### config.mk
export PLATFORM = sky130hd
export DESIGN_NAME = codec_i2s_tx
export DESIGN_NICKNAME = d
export VERILOG_FILES = /design/src/rtl/codec_i2s_tx.sv
export SDC_FILE = /design/constraint.sdc
export NUM_CORES = 1
export LEC_CHECK = 0
export BUFFER_PORTS_ARGS = -buffer_cell sky130_fd_sc_hd__buf_2
export CAP_MARGIN = 5
export CORE_MARGIN = 2
export CORE_UTILIZATION = 50
export CTS_CLUSTER_DIAMETER = 120
export DETAILED_ROUTE_END_ITERATION = 10
export PLACE_DENSITY_LB_ADDON = 0.08
export SETUP_SLACK_MARGIN = 0.3
export SYNTH_ARGS = -nofsm -noshare
export SYNTH_HDL_FRONTEND = slang
export SYNTH_SLANG_ARGS = --single-unit
### constraint.sdc
create_clock -name clk_i -period 2.82 [get_ports clk_i]
set_input_delay 0.423 -clock clk_i [delete_from_list [all_inputs] [get_ports clk_i]]
set_output_delay 0.423 -clock clk_i [all_outputs]
set_load 0.05 [all_outputs]
### src/rtl/codec_i2s_tx.sv
// Stereo I2S transmitter: buffers one left/right pair from the mixer and
// serializes it MSB-first in standard I2S framing with a divided BCLK.
module codec_i2s_tx #(
    parameter int BCLK_DIV = 4
) (
    input  logic        clk_i,
    input  logic        rst_ni,
    input  logic        enable_i,
    input  logic [15:0] left_i,
    input  logic [15:0] right_i,
    input  logic        valid_i,
    output logic        ready_o,
    output logic        frame_o,
    output logic [7:0]  underrun_o,
    output logic        bclk_o,
    output logic        lrclk_o,
    output logic        dacdat_o
);
    localparam int DW = $clog2(BCLK_DIV);
    localparam logic [DW-1:0] DIV_LAST = DW'(BCLK_DIV - 1);

    logic [DW-1:0] div_q, div_d;
    logic [5:0]    bit_q, bit_d;
    logic          bclk_q, bclk_d;
    logic          lrclk_q, lrclk_d;
    logic          dacdat_q, dacdat_d;
    logic          en_q;
    logic          run_q, run_d;
    logic          pend_full_q, pend_full_d;
    logic [15:0]   pend_l_q, pend_l_d, pend_r_q, pend_r_d;
    logic [15:0]   hold_l_q, hold_l_d, hold_r_q, hold_r_d;
    logic [7:0]    underrun_q, underrun_d;

    logic          tick, fall, fetch, accept;
    logic [4:0]    slot;
    logic [3:0]    sel;
    logic [15:0]   sample;

    always_comb begin
        tick   = (div_q == DIV_LAST);
        fall   = run_q & tick & bclk_q;
        // First enabled cycle (en_q set, not yet running) or the 63->0 fall starts a frame.
        fetch  = enable_i & en_q & (~run_q | (fall & (bit_q == 6'd63)));
        accept = valid_i & ~pend_full_q;

        div_d       = div_q;
        bit_d       = bit_q;
        bclk_d      = bclk_q;
        lrclk_d     = lrclk_q;
        dacdat_d    = dacdat_q;
        run_d       = run_q;
        pend_full_d = accept | (pend_full_q & ~fetch);
        pend_l_d    = accept ? left_i  : pend_l_q;
        pend_r_d    = accept ? right_i : pend_r_q;
        hold_l_d    = hold_l_q;
        hold_r_d    = hold_r_q;
        underrun_d  = underrun_q;
        slot        = 5'd0;
        sel         = 4'd0;
        sample      = 16'd0;

        if (fetch) begin
            if (pend_full_q) begin
                hold_l_d = pend_l_q;
                hold_r_d = pend_r_q;
            end else if (underrun_q != 8'hFF) begin
                underrun_d = underrun_q + 8'd1;
            end
        end

        if (!enable_i) begin
            div_d    = '0;
            bit_d    = 6'd0;
            bclk_d   = 1'b0;
            lrclk_d  = 1'b0;
            dacdat_d = 1'b0;
            run_d    = 1'b0;
        end else if (!run_q) begin
            run_d = en_q;
        end else begin
            div_d  = tick ? '0 : div_q + 1'b1;
            bclk_d = bclk_q ^ tick;
            if (fall) begin
                bit_d   = bit_q + 6'd1;
                lrclk_d = bit_d[5];
                // Slot bit 0 is the one-BCLK I2S delay; bits 1..16 carry MSB..LSB.
                slot    = bit_d[4:0];
                sel     = 4'd0 - slot[3:0];
                sample  = bit_d[5] ? hold_r_q : hold_l_q;
                dacdat_d = (slot != 5'd0 && slot <= 5'd16) ? sample[sel] : 1'b0;
            end
        end
    end

    always_ff @(posedge clk_i or negedge rst_ni) begin
        if (!rst_ni) begin
            div_q       <= '0;
            bit_q       <= 6'd0;
            bclk_q      <= 1'b0;
            lrclk_q     <= 1'b0;
            dacdat_q    <= 1'b0;
            en_q        <= 1'b0;
            run_q       <= 1'b0;
            pend_full_q <= 1'b0;
            pend_l_q    <= 16'd0;
            pend_r_q    <= 16'd0;
            hold_l_q    <= 16'd0;
            hold_r_q    <= 16'd0;
            underrun_q  <= 8'd0;
        end else begin
            div_q       <= div_d;
            bit_q       <= bit_d;
            bclk_q      <= bclk_d;
            lrclk_q     <= lrclk_d;
            dacdat_q    <= dacdat_d;
            en_q        <= enable_i;
            run_q       <= run_d;
            pend_full_q <= pend_full_d;
            pend_l_q    <= pend_l_d;
            pend_r_q    <= pend_r_d;
            hold_l_q    <= hold_l_d;
            hold_r_q    <= hold_r_d;
            underrun_q  <= underrun_d;
        end
    end

    assign ready_o    = ~pend_full_q;
    assign frame_o    = fetch;
    assign underrun_o = underrun_q;
    assign bclk_o     = bclk_q;
    assign lrclk_o    = lrclk_q;
    assign dacdat_o   = dacdat_q;
endmodule

==> results of run 1 <==
==> layout make-up <==
type / instances / area [um2] / share of cell area
Clock buffer: 11 / 141 / 0.0317
Clock inverter: 5 / 106 / 0.0238
Inverter: 5 / 18.8 / 0.00421
Multi-Input combinational cell: 192 / 1670 / 0.373
Sequential cell: 85 / 2130 / 0.477
Tap cell: 102 / 128 / 0.0286
Timing Repair Buffer: 52 / 275 / 0.0617
==> synthesized netlist by cell type (2+ instances only) <==
cell type,number,area share
dfrtp_1,85,0.54
mux2_1,36,0.10
mux2_2,32,0.092
nand2_1,16,0.015
xnor2_1,10,0.022
nand3_1,7,0.0090
and3_1,6,0.0096
nor2_1,6,0.0058
and2_1,5,0.0080
buf_1,5,0.0048
mux2i_1,5,0.013
o21ai_0,5,0.0064
buf_2,4,0.0051
clkbuf_1,4,0.0038
nor2b_1,4,0.0064
or3_1,4,0.0064
xor2_1,4,0.0090
a21boi_0,3,0.0058
and4_1,3,0.0067
buf_4,3,0.0058
buf_6,3,0.0086
ha_1,3,0.0096
inv_1,3,0.0029
nand2b_1,3,0.0048
nand4_1,3,0.0048
a2111oi_0,2,0.0045
a21oi_1,2,0.0026
a31oi_1,2,0.0032
a41oi_1,2,0.0045
inv_2,2,0.0019
mux4_2,2,0.012
nand2_2,2,0.0032
nor3_1,2,0.0026
nor4_1,2,0.0032
o21a_1,2,0.0038
o31ai_1,2,0.0038
o41ai_1,2,0.0045
xnor2_2,2,0.0083
==> worst register-to-register path, cell delays in order (launching register included) <==
cell and delay, ns:
dfrtp_1 0.58, and4_1 0.47, nand2_2 0.20, xnor2_2 0.23, mux2_2 0.36, o211ai_1 0.18
a32oi_1 0.11
==> stage by stage <==
stage,total power [mW],utilization,instance area [um2],cells,hold WS [ns]
global placement,2.50,0.550,4200,436,0.467
finish,3.54,0.584,4460,452,0.238
floorplan,2.31,-,3910,301,0.127
global route,3.75,0.584,4460,452,0.276
detailed placement,2.54,0.550,4200,436,0.474
CTS,3.58,0.582,4450,452,0.276
==> path summary, 6_finish.rpt <==
path | start | endpoint | slack [ns] | cells past startpoint
setup / recovery | div_q[0]$_DFFE_PN0P_ | frame_o | 0.43 | 5
hold / removal | rst_ni | pend_r_q[5]$_DFFE_PN0P_ | 0.24 | 1
setup reg to reg | bit_q[2]$_DFFE_PN0P_ | dacdat_o$_DFFE_PN0P_ | 0.58 | 6
hold reg to reg | hold_l_q[7]$_DFFE_PN0P_ | hold_l_q[7]$_DFFE_PN0P_ | 0.49 | 1
max in group asynchronous | rst_ni | bit_q[1]$_DFFE_PN0P_ | 1.87 | 1
min in group clk_i | right_i[3] | pend_r_q[3]$_DFFE_PN0P_ | 0.28 | 2
==> layer usage <==
layer,track usage,up-vias,part of all wire
met5,0,-,0
met2,0.294,42,0.49
li1,-,1172,-
met1,0.232,1250,0.45
met3,0.0545,7,0.042
met4,0.0560,0,0.016
==> timing repair <==
action / in CTS / in global routing
resized for setup: 0 / 4
hold buffers: 0 / 0
setup endpoints to repair: 0 / 33
buffers inserted: 0 / 0
==> flip-flops by register name, indices dropped and copies added, names as in the netlist <==
register and flops:
div_q 2, pend_full_q 1, bit_q 6, en_q 1
hold_l_q 16, hold_r_q 16, bclk_o 1, dacdat_o 1
run_q 1, underrun_o 8, pend_r_q 16, pend_l_q 16
==> kinds of logic after synthesis <==
family                   share of synthesized area
AO/OA/AOI/OAI                               0.0576
XOR/XNOR                                    0.0397
adder cells (fa/ha/maj)                    0.00960
buffers and inverters                       0.0329
flip-flops                                   0.544
multiplexers                                 0.220
AND/OR/NAND/NOR                             0.0963
==> power by group <==
group          total [mW]  internal, mW  switching, mW
clock                1.04         0.616          0.427
combinational       0.647         0.363          0.284
sequential           1.85          1.61          0.235
total                3.54          2.59          0.946
==> results.md, run 1 <==
* Status: finished clean
* Final setup viols at 0
* DR vias at 2,471
* CTS buffer count at 9
* VDD IR max at 495 uV
* Vias in the first global route at 2,590
* Post-Syn Area at 0.00391 mm2
* Syn nets at 340
* Clock Tree Root: clkbuf_8
* Critical Path AT at 1.97 ns
* Largest net degree at the start of global routing at 86
* Layout cell share with drive strength beyond 1 at 0.320
* First-pass GRT wire length at 12,200 um
* Slew HR at 0.300
* Chip height at 92.4 um
* DRT Pass-1 Iters at 4
* Number of synthesized flops with an enable pin at 0
* Nets at 384
* Seq/Total Area, Yosys at 0.544
* Setup slack at placement at 0.371 ns
* Ys Warns at 0
* Worst Path Max Fanout at 8
* Total GRT Usage at 0.180
* Yosys reg bits at 85
* Bufs on Longest Clock Path at 2
* Leakage power total at 1.96 nW
* Overflow left after global routing at 0
* Clock tree sinks at 85
* Worst hold path class: primary input to async pin
* Core Area at 0.00765 mm2
* Type of origin of the critical path: register
* Row cnt at 32
* Detail Route Antenna Nets at 0
* CP Class: register to output port
* Max frequency at 0.418 GHz
* Leading cell type in the layout, fill and taps excluded: dfrtp_1
* RSZ-0062 raised after global routing: false
* Via-per-instance ratio at 5.47
* Clock slew at reported path FFs at 0.08 ns
* Worst path slowest cell: dfrtp_1
* Most frequent cells in the layout: dfrtp_1, buf_2, mux2_1, mux2_2, nand2_1
* Worst-margin pin slew at 1.05 ns
* DRC Markers at 0
* Setup TNS after final layout at 0 ns
* CP peak stage delay at 0.37 ns
* Minimum clock period at 2.39 ns
* H-tree depth at 3
* DPL Wire Length at 4790 um
* Top delay family on crit path: simple AND/OR/NAND/NOR gates
* Worst path required time at 2.40 ns
* PnR worst setup slack at 0.426 ns
* Antenna cell count at 0
* IO Count at 49
* IO Port Bufs at 48
* Critical Path, Cell by Cell: ha_1, nand3_2, o31ai_1, and3_1, clkbuf_4
* Routed WL at 7030 um
* WL/cell at 15.6 um
* Clk_skew at 0.00695 ns
* Cells after Synth at 301
* Syn_area_per_cell at 13.0 um2
* Distinct cells, synth at 51
* Max Cap Violations at 0
* Crit path buf inv count at 1
* Final Hold Vio Count at 0
* Top_reg_cell synth: dfrtp_1
* Pwr Density at 792 mW/mm2
* Die Width at 92.4 um
* Initial Util at 0.511
* Initial antenna violation count at 0
* Area Growth Syn to Fin at 14.1%
* CP Capture Type: output port
* Initial drt markers at 123
* Final RePlAce weighted congestion at 0.840
* Max Slew Vio Count at 0
* Clock Latency Late Sink at 0.35 ns
* Filler instances at 643
* Crit share post-route at 0.849
* Die area at 0.00855 mm2
* Fraction of registers with async set or reset after synthesis at 1.00
* TritonCTS clock tree: yes
No activity file was read; power rests on OpenSTA's default activity.
==> run 2: changes to the inputs <==
==> constraint.sdc (replaced) <==
create_clock -name clk_i -period 2.12 [get_ports clk_i]
set_input_delay 0.318 -clock clk_i [delete_from_list [all_inputs] [get_ports clk_i]]
set_output_delay 0.318 -clock clk_i [all_outputs]
set_load 0.05 [all_outputs]
==> run 2 against run 1 <==
- setup slack got worse by 0.28 ns
- cell area rose by 12%
- sequential power rose by 37%
- total power rose by 40%
- sequential cell count did not move
- clock skew rose by 0.0042 ns
- count of clock-buffer cells in the layout did not move
- non-clock buffer count rose by 23
- combinational power rose by 81%
- first-iteration DRC count rose by 40%
- hold slack got worse by 0.070 ns
- largest cell class unchanged
==> results.md, run 2 (synthesis results as in run 1) <==
* Status: finished clean (unchanged)
* Routed WL at 8090 um (was 7030 um)
* Worst path required time at 1.80 ns (was 2.40 ns)
* Final Hold Vio Count at 0 (unchanged)
* Max frequency at 0.507 GHz
* DRC Markers at 0 (unchanged)
* Initial drt markers at 172 (was 123)
* Pint at 3.57 mW (was 2.59 mW)
* First-pass GRT wire length at 13,400 um (was 12,200 um)
* Reg power frac at 0.512 (was 0.522)
* DPL Wire Length at 5180 um (was 4790 um)
* Detail Route Antenna Nets at 0 (unchanged)
* CP peak stage delay at 0.37 ns (about the same)
* Initial Util at 0.511 (unchanged)
* WHS Path Cells at 2
* IO Port Bufs at 48 (unchanged)
* Reg2reg setup slack at 0.23 ns (was 0.58 ns)
* Initial antenna violation count at 0 (unchanged)
* CTS buffer count at 9 (unchanged)
* Crit share post-route at 0.931
* Setup slack at placement at 0.0411 ns (was 0.371 ns)
* Setup TNS after final layout at 0 ns (unchanged)
* Max Cap Violations at 0 (unchanged)
* Via-per-instance ratio at 5.53 (was 5.47)
* Layout cell share with drive strength beyond 1 at 0.496 (was 0.320)
* Die area at 0.00855 mm2 (unchanged)
* Die Width at 92.4 um (unchanged)
* Worst-margin pin slew at 0.573 ns (was 1.05 ns)
* IO Count at 49 (unchanged)
* CP Capture Type: output port (unchanged)
* Clock tree sinks at 85 (unchanged)
* Nets at 411 (was 384)
* Seq. cell area at 0.00213 mm2 (about the same)
* Worst hold path class: primary input to register (was primary input to async pin)
* Type of origin of the critical path: register (unchanged)
* Largest net degree at the start of global routing at 45 (was 86)
* Slew HR at 0.618 (was 0.300)
* Clock Latency Late Sink at 0.36 ns (was 0.35 ns)
* CP Class: register to output port (unchanged)
* TritonCTS clock tree: yes (unchanged)
* PnR worst setup slack at 0.146 ns (was 0.426 ns)
* RSZ-0062 raised after global routing: true (was false)
* Leading cell type in the layout, fill and taps excluded: dfrtp_1 (unchanged)
* Core Area at 0.00765 mm2 (unchanged)
* R2r worst-path depth at 8 (was 6)
* Comb power frac at 0.237 (was 0.183)
* DR vias at 2,651 (was 2,471)
* Filler instances at 600 (was 643)
* Bufs on Longest Clock Path at 2 (unchanged)
* Vias in the first global route at 2,720 (was 2,590)
* Final core utilization at 0.652 (was 0.584)
* Clock slew at reported path FFs at 0.09 ns (was 0.08 ns)
* Switching Fraction at 0.279 (was 0.268)
* Clock power frac at 0.252 (was 0.295)
* Total GRT Usage at 0.205 (was 0.180)
* Final setup viols at 0 (unchanged)
* Critical R2R Launch: bit_q[1]$_DFFE_PN0P_ (was bit_q[2]$_DFFE_PN0P_)
* Worst Path Max Fanout at 10 (was 8)
* Minimum clock period at 1.97 ns
* DRT Pass-1 Iters at 4 (unchanged)
* Chip height at 92.4 um (unchanged)
* Max Slew Vio Count at 0 (unchanged)
* Antenna cell count at 0 (unchanged)
* Crit Reg-Reg Endpoint: dacdat_o$_DFFE_PN0P_ (unchanged)
* Clk_skew at 0.0111 ns (was 0.00695 ns)
* Worst path slowest cell: dfrtp_1 (unchanged)
* H-tree depth at 3 (unchanged)
* WL/cell at 16.9 um (was 15.6 um)
* Final RePlAce weighted congestion at 0.881 (was 0.840)
* Area Growth Syn to Fin at 27.5% (was 14.1%)
* Worst hold path startpoint: right_i[3]
* Hold Path Sink: pend_r_q[3]$_DFFE_PN0P_
* Row cnt at 32 (unchanged)
* Most frequent cells in the layout: dfrtp_1, buf_2, mux2_2, mux2_4, buf_4 (was dfrtp_1, buf_2, mux2_1, mux2_2, nand2_1)
* Critical Path, Cell by Cell: buf_4, nand3_4, o31ai_4, and3_4, buf_8 (was ha_1, nand3_2, o31ai_1, and3_1, clkbuf_4)
* Switching power at 1.38 mW (was 946 uW)
* Pwr Density at 992 mW/mm2 (was 792 mW/mm2)
* Critical Path AT at 1.66 ns (was 1.97 ns)
* Clock Tree Root: clkbuf_8 (unchanged)
* VDD IR max at 546 uV (was 495 uV)
* Overflow left after global routing at 0 (unchanged)
* Footprint of the multi-input gates at 0.00199 mm2 (was 0.00167 mm2)
* Leakage power total at 2.25 nW (was 1.96 nW)
run 2: cell count changes in the layout (fill, tap and decap cells not counted), moves of 3 or more:
cell     change
mux2_1      -32
mux2_4      +32
buf_4       +15
buf_6        +5
dfrtp_1      -5
dfrtp_2      +5
nand2_8      +5
nand3_1      -3
run 2: layout make-up:
cell class | count | area share
sequential | 85 | 0.428
multi-input combinational | 196 | 0.399
timing repair buffer | 75 | 0.101
clock buffer | 11 | 0.0263
tap | 102 | 0.0256
clock inverter | 5 | 0.0168
inverter | 5 | 0.00376
run 2: repair_timing:
action,4_1_cts,5_1_grt
pin swaps,10,6
hold endpoints to repair,14,0
endpoints found under the setup margin,39,72
cloned,4,0
setup buffers,7,2
hold buffers,1,0
gates resized for setup,17,8
run 2: how the worst max path moves through the flow:
stage | slack (ns) | end | startpoint
after floorplan | 0.14 | hold_l_q[0]$_DFFE_PN0P_ | bit_q[5]$_DFFE_PN0P_
after global placement | 0.12 | hold_r_q[1]$_DFFE_PN0P_ | div_q[0]$_DFFE_PN0P_
after detailed placement | 0.04 | hold_r_q[1]$_DFFE_PN0P_ | div_q[0]$_DFFE_PN0P_
after CTS | 0.14 | frame_o | div_q[1]$_DFFE_PN0P_
after global routing | 0.08 | frame_o | bit_q[2]$_DFFE_PN0P_
final | 0.15 | frame_o | bit_q[2]$_DFFE_PN0P_
run 2: worst max-delay path, delay by kind of cell (launching register included):
| kind | cells | cell delay, ns |
|---|---|---|
| flip-flops | 1 | 0.37 |
| buffers and inverters | 2 | 0.35 |
| AND/OR/NAND/NOR | 2 | 0.34 |
| AO/OA/AOI/OAI | 1 | 0.24 |
run 2: per-stage QoR:
step | cell area, um2 | std cells | hold WS, ns | power [mW]
after floorplan | 4130 | 301 | 0.0224 | 3.35
after global placement | 4500 | 449 | 0.202 | 3.63
after detailed placement | 4500 | 449 | 0.205 | 3.67
after CTS | 4920 | 477 | 0.157 | 4.99
after global routing | 4990 | 479 | 0.159 | 5.21
final | 4990 | 479 | 0.168 | 4.95
run 2: power groups by stage:
stage                     sequential, mW  clock (mW)  combinational, mW
final                               2.53        1.25               1.17
after global routing                2.60        1.35               1.26
after CTS                           2.54        1.28               1.17
after detailed placement            2.55           0               1.12
after global placement              2.54           0               1.09
after floorplan                     2.49           0              0.858
run 2: layer usage:
layer / GRT usage / part of all wire / up-vias
li1: - / - / 1234
met1: 0.272 / 0.46 / 1340
met2: 0.327 / 0.48 / 62
met3: 0.0439 / 0.039 / 15
met4: 0.0871 / 0.021 / 0
met5: 0 / 0 / -
